<file path="config.mk">
export PLATFORM = sky130hd
export DESIGN_NAME = freq_gate_ctrl
export DESIGN_NICKNAME = d
export VERILOG_FILES = /design/src/rtl/freq_gate_ctrl.sv
export SDC_FILE = /design/constraint.sdc
export NUM_CORES = 1
export LEC_CHECK = 0
export CAP_MARGIN = 20
export CELL_PAD_IN_SITES_DETAIL_PLACEMENT = 1
export CELL_PAD_IN_SITES_GLOBAL_PLACEMENT = 2
export CORE_MARGIN = 2
export CORE_UTILIZATION = 38
export CTS_CLUSTER_SIZE = 20
export DETAILED_ROUTE_END_ITERATION = 6
export PLACE_DENSITY_LB_ADDON = 0.1
export SLEW_MARGIN = 20
export SYNTH_ARGS = -nofsm -noshare
export SYNTH_HDL_FRONTEND = slang
export SYNTH_SLANG_ARGS = --single-unit
export TNS_END_PERCENT = 50
</file>
<file path="constraint.sdc">
create_clock -name aclk -period 3.3 [get_ports aclk]
set_input_delay 0.33 -clock aclk [delete_from_list [all_inputs] [get_ports aclk]]
set_output_delay 0.33 -clock aclk [all_outputs]
set_load 0.01 [all_outputs]
</file>
<file path="src/rtl/freq_gate_ctrl.sv">
// freq_gate_ctrl -- gated frequency counter.
//
// A free-running prescaler provides a square-wave gate. The block waits for a
// fresh rising edge of the gate, then counts rising edges of sig_in for as
// long as the gate stays high (2^(OFFSET-div) cycles). It then hands the count
// to a consumer through a valid/ready register.
//
// Parameters
//   PRE_WIDTH  prescaler width (must exceed OFFSET)
//   CNT_WIDTH  edge counter / result width
//   DIV_WIDTH  gate select width
//   OFFSET     prescaler bit used as the gate when div=0
//
// Ports
//   aclk, aresetn        clock, async active-low reset
//   enable               run back-to-back measurements while high
//   div                  gate select, sampled only when a window is armed
//   sig_in               signal under test, already synchronous to aclk
//   result/sat           count of the last window and its saturation flag
//   result_valid/ready   delivery handshake
//   busy                 FSM is not idle
//   seq                  8-bit load counter (only with FGC_SEQ_EN defined)
//
// Build option: define FGC_SEQ_EN to add the seq output.
module freq_gate_ctrl #(
  parameter int PRE_WIDTH = 32,
  parameter int CNT_WIDTH = 32,
  parameter int DIV_WIDTH = 5,
  parameter int OFFSET    = 26
) (
  input  logic                 aclk,
  input  logic                 aresetn,
  input  logic                 enable,
  input  logic [DIV_WIDTH-1:0] div,
  input  logic                 sig_in,
  output logic [CNT_WIDTH-1:0] result,
  output logic                 result_valid,
  input  logic                 result_ready,
  output logic                 sat,
  output logic                 busy
`ifdef FGC_SEQ_EN
  ,
  output logic [7:0]           seq
`endif
);

  typedef enum logic [1:0] {S_IDLE, S_ARM, S_COUNT, S_DONE} state_t;

  state_t               state_q, state_d;
  logic [PRE_WIDTH-1:0] pre_q, pre_d;
  logic                 sig_prev_q, sig_prev_d;
  logic [DIV_WIDTH-1:0] div_l_q, div_l_d;
  logic [CNT_WIDTH-1:0] cnt_q, cnt_d;
  logic                 satf_q, satf_d;
  logic                 armed_q, armed_d;
  logic [CNT_WIDTH-1:0] result_q, result_d;
  logic                 sat_q, sat_d;
  logic                 rv_q, rv_d;
`ifdef FGC_SEQ_EN
  logic [7:0]           seq_q, seq_d;
`endif

  int   gate_idx;
  logic gate;
  logic edge_det;

  // Gate bit select; a select past OFFSET falls back to bit 0. The masked
  // reduction keeps every prescaler bit in use.
  always_comb begin
    gate_idx = (int'(div_l_q) > OFFSET) ? 0 : OFFSET - int'(div_l_q);
    gate     = |(pre_q & ({{(PRE_WIDTH-1){1'b0}}, 1'b1} << gate_idx));
  end

  assign edge_det = sig_in & ~sig_prev_q;

  always_comb begin
    state_d    = state_q;
    pre_d      = pre_q + 1'b1;
    sig_prev_d = sig_in;
    div_l_d    = div_l_q;
    cnt_d      = cnt_q;
    satf_d     = satf_q;
    armed_d    = armed_q;
    result_d   = result_q;
    sat_d      = sat_q;
    rv_d       = rv_q;
`ifdef FGC_SEQ_EN
    seq_d      = seq_q;
`endif

    // Completed handshake; a DONE reload below overrides this.
    if (rv_q && result_ready) rv_d = 1'b0;

    unique case (state_q)
      S_IDLE: begin
        if (enable) begin
          state_d = S_ARM;
          div_l_d = div;
          cnt_d   = '0;
          satf_d  = 1'b0;
          armed_d = 1'b0;
        end
      end
      S_ARM: begin
        // A window opens only on a gate rise seen from inside ARM, so a
        // gate that is already high on entry is skipped.
        if (!enable) begin
          state_d = S_IDLE;
        end else if (gate && armed_q) begin
          state_d = S_COUNT;
          cnt_d   = CNT_WIDTH'(edge_det);
          satf_d  = 1'b0;
        end else if (!gate) begin
          armed_d = 1'b1;
        end
      end
      S_COUNT: begin
        if (!enable) begin
          state_d = S_IDLE;
        end else if (!gate) begin
          state_d = S_DONE;
        end else if (edge_det) begin
          if (&cnt_q) satf_d = 1'b1;
          else        cnt_d  = cnt_q + 1'b1;
        end
      end
      S_DONE: begin
        if (!rv_q || result_ready) begin
          result_d = cnt_q;
          sat_d    = satf_q;
          rv_d     = 1'b1;
`ifdef FGC_SEQ_EN
          seq_d    = seq_q + 8'd1;
`endif
          if (enable) begin
            state_d = S_ARM;
            div_l_d = div;
            cnt_d   = '0;
            satf_d  = 1'b0;
            armed_d = 1'b0;
          end else begin
            state_d = S_IDLE;
          end
        end
      end
      default: state_d = S_IDLE;
    endcase
  end

  always_ff @(posedge aclk or negedge aresetn) begin
    if (!aresetn) begin
      state_q    <= S_IDLE;
      pre_q      <= '0;
      sig_prev_q <= 1'b0;
      div_l_q    <= '0;
      cnt_q      <= '0;
      satf_q     <= 1'b0;
      armed_q    <= 1'b0;
      result_q   <= '0;
      sat_q      <= 1'b0;
      rv_q       <= 1'b0;
`ifdef FGC_SEQ_EN
      seq_q      <= 8'd0;
`endif
    end else begin
      state_q    <= state_d;
      pre_q      <= pre_d;
      sig_prev_q <= sig_prev_d;
      div_l_q    <= div_l_d;
      cnt_q      <= cnt_d;
      satf_q     <= satf_d;
      armed_q    <= armed_d;
      result_q   <= result_d;
      sat_q      <= sat_d;
      rv_q       <= rv_d;
`ifdef FGC_SEQ_EN
      seq_q      <= seq_d;
`endif
    end
  end

  assign result       = result_q;
  assign sat          = sat_q;
  assign result_valid = rv_q;
  assign busy         = (state_q != S_IDLE);
`ifdef FGC_SEQ_EN
  assign seq          = seq_q;
`endif

endmodule

</file>
==> flow_summary.ini <==
[synth]
synth_cells = 539
synth_fp_nets = 557
synth_top_cell_area_share_pct = 48.2
yosysSeqAreaShare_pct = 48.2
ys.flop_type = dfrtp_1
syn_area_um2 = 5610
ys_types = 66
ys_seq_elements = 108
yosys-top-cells-area = dfrtp_1, mux2_2, xnor2_1
synth_area_leader_cell = dfrtp_1
synth_edf_count = 0
syn_area_per_cell_um2 = 10.4
synthArstFlopShare_pct = 100
yosysWarningCount = 0

[detailed_routing]
via_per_inst = 5.63
dr.pass1.iters = 4
wl_per_cell_um = 18.3
drt_iter0_markers = 285
vias = 4377
drc_errors = 0
ant_nets = 0
wl_um = 14300

[cts]
clockRootBuffer = clkbuf_16
clock_latency_ns = 0.35
cts_tree = done
path_clk_slew_ns = 0.07
numCtsBuffers = 9
htree_num_levels = 3
cts_buffer_depth = 2
hold_buffers = 0
cts.sinks = 108

[setup_path]
path_class = reg2reg
critPathMaxFanout = 10
worst_ep_required_time_ns = 3.53
cp-start-kind = register
crit_path_end_kind = register
crit_arrival_ns = 3.28

[floorplan]
start_util_pct = 38.8
io_pins = 45
rows = 44
coreArea_um2 = 14500
die_h_um = 126
dieArea_um2 = 15800
die-width_um = 126

[power]
ir_drop_uv = 468
pwr_density_cell_nw_per_um2 = 615
p_leak_nw = 2.72

[run_status]
outcome = finished, final reports clean

[sta]
timing.clock.skew_ns = 0.00828
rsz0062_at_grt = false
drv_slew = 0
fin_hold_ws_ns = 0.0830
worstMarginPinSlew_ns = 0.845
max_slew_margin_pct = 43.7
min_period_over_period_pct = 92.7
fin_setup_tns_ns = 0
setup_viol = 0
timing.fmax_mhz = 327
period_needed_ns = 3.06
hold_violations = 0

[placed_design]
gp_congestion = 0.836
post-dp-hpwl_um = 9690
portBuffers = 44

[global_routing]
grt_first_pass_wirelength_um = 24000
grt.total_usage_pct = 18.8
grt_pass1_vias = 4463
grt_overflow_total = 0
grt_max_degree = 66
antenna_found_initial = 0

[flow_run]
max-cap-violations = 0

[final_layout]
antennaDiodeCount = 0
drive_above_1_share_pct = 14.6
final_nets = 607
area_delta_synth_final_pct = 18.4
n_fill_cell = 1579

[min_path]
hp-class = in2async
layout by cell type, fill, tap and decap left out, types with 3 or more instances in the layout:
| cell | instances |
|---|---|
| dfrtp_1 | 108 |
| nand2_1 | 53 |
| clkdlybuf4s50_1 | 43 |
| nand3_1 | 36 |
| mux2_2 | 36 |
| a31oi_1 | 31 |
| xnor2_1 | 26 |
| nor2_1 | 23 |
| a21oi_1 | 22 |
| o21ai_0 | 20 |
| inv_1 | 17 |
| nand2b_1 | 13 |
| buf_4 | 13 |
| a41oi_1 | 9 |
| clkbuf_16 | 9 |
| and3_1 | 8 |
| nand4_1 | 7 |
| nor3_1 | 7 |
| a22oi_1 | 7 |
| a21boi_0 | 7 |
| ha_1 | 7 |
| o21ai_1 | 6 |
| o31ai_1 | 5 |
| and2_1 | 4 |
| o31a_1 | 4 |
| xor2_1 | 4 |
| and4_1 | 3 |
| nor4_1 | 3 |
| nor2b_1 | 3 |
| a2bb2oi_1 | 3 |
| mux2i_1 | 3 |
| or2_2 | 3 |
| buf_12 | 3 |
cells by family after synthesis:
group / synth area share (%)
xor+xnor: 4.68
simple gates: 16.3
flops: 48.2
buf+inv: 3.21
compound gates: 18.1
mux: 7.76
fa+ha+maj: 1.78
worst paths after layout:
check,startpoint,end,slack (ns),cells past startpoint
max in group asynchronous,aresetn,div_l_q[1],2.47,2
max,div_l_q[0],cnt_q[24],0.24,10
min,aresetn,pre_q[29],0.08,1
min in group aclk,sig_in,sig_prev_q,0.44,1
max reg2reg,div_l_q[0],cnt_q[24],0.24,10
min reg2reg,result[12],result[12],0.49,2
Yosys cell counts (all sizes together) (5+ instances only):
library cell and n:
dfrtp 108, nand2 53, mux2 36, nand3 36, a31oi 31, o21ai 26, xnor2 26, nor2 24
a21oi 22, inv 17, nand2b 13, buf 11, a21boi 10, clkbuf 10, a41oi 9, a22oi 8
and3 8, ha 8, nor3 8, nand4 7, o31ai 5
timing repair:
item	in CTS	in global routing
pin swaps	1	1
gates cloned	1	0
gates resized for setup	1	3
setup buffers	0	1
setup endpoints to repair	13	29
sequential cells by signal (all words and copies together) (netlist names):
register      count
sig_prev_q        1
result           32
div_l_q           5
cnt_q            32
armed_q           1
satf_q            1
state_q           2
sat               1
result_valid      1
pre_q            32
worst max-delay path: stages (launching register included):
cell	delay [ns]
dfrtp_1	0.39
ha_2	0.46
mux2_2	0.37
nand3_1	0.08
a22oi_1	0.06
a2111oi_0	0.45
and4_1	0.30
nor2_2	0.10
o21ai_1	0.45
or4_1	0.19
o211ai_1	0.08
layer usage:
metal  up-vias  GRT usage [%]  part of all wire (%)
li1       2081              -                     -
met5         -              0                     0
met1      2222           28.3                    52
met3         7           4.45                   3.6
met2        67           27.7                    44
met4         0           3.73                  0.81
layout make-up:
cell class / count / area [um2] / area share (%)
Multi-Input combinational cell: 394 / 2760 / 41.5
Sequential cell: 108 / 2700 / 40.7
Timing Repair Buffer: 59 / 588 / 8.85
Clock buffer: 11 / 243 / 3.65
Tap cell: 184 / 230 / 3.46
Inverter: 17 / 63.8 / 0.960
Clock inverter: 5 / 60.1 / 0.904
power by group:
| group | internal [mW] | leakage (nW) | switching (mW) |
|---|---|---|---|
| Clock | 0.613 | 0.146 | 0.491 |
| Combinational | 0.610 | 1.10 | 0.852 |
| Sequential | 1.40 | 1.47 | 0.118 |
| Total | 2.62 | 2.72 | 1.46 |
stage by stage:
stage                     area (um2)  setup slack (ns)  total power [mW]  cells  util (%)
after CTS                       6610            0.0538              4.10    777      45.6
after detailed placement        6290           -0.0413              2.97    760      43.5
after floorplan                 5610             0.551              2.50    539         -
after global placement          6290            0.0496              2.92    760      43.5
after global routing            6650            0.0238              4.34    778      45.9
final                           6650             0.243              4.09    778      45.9
Power figures use the tool's default switching activity.
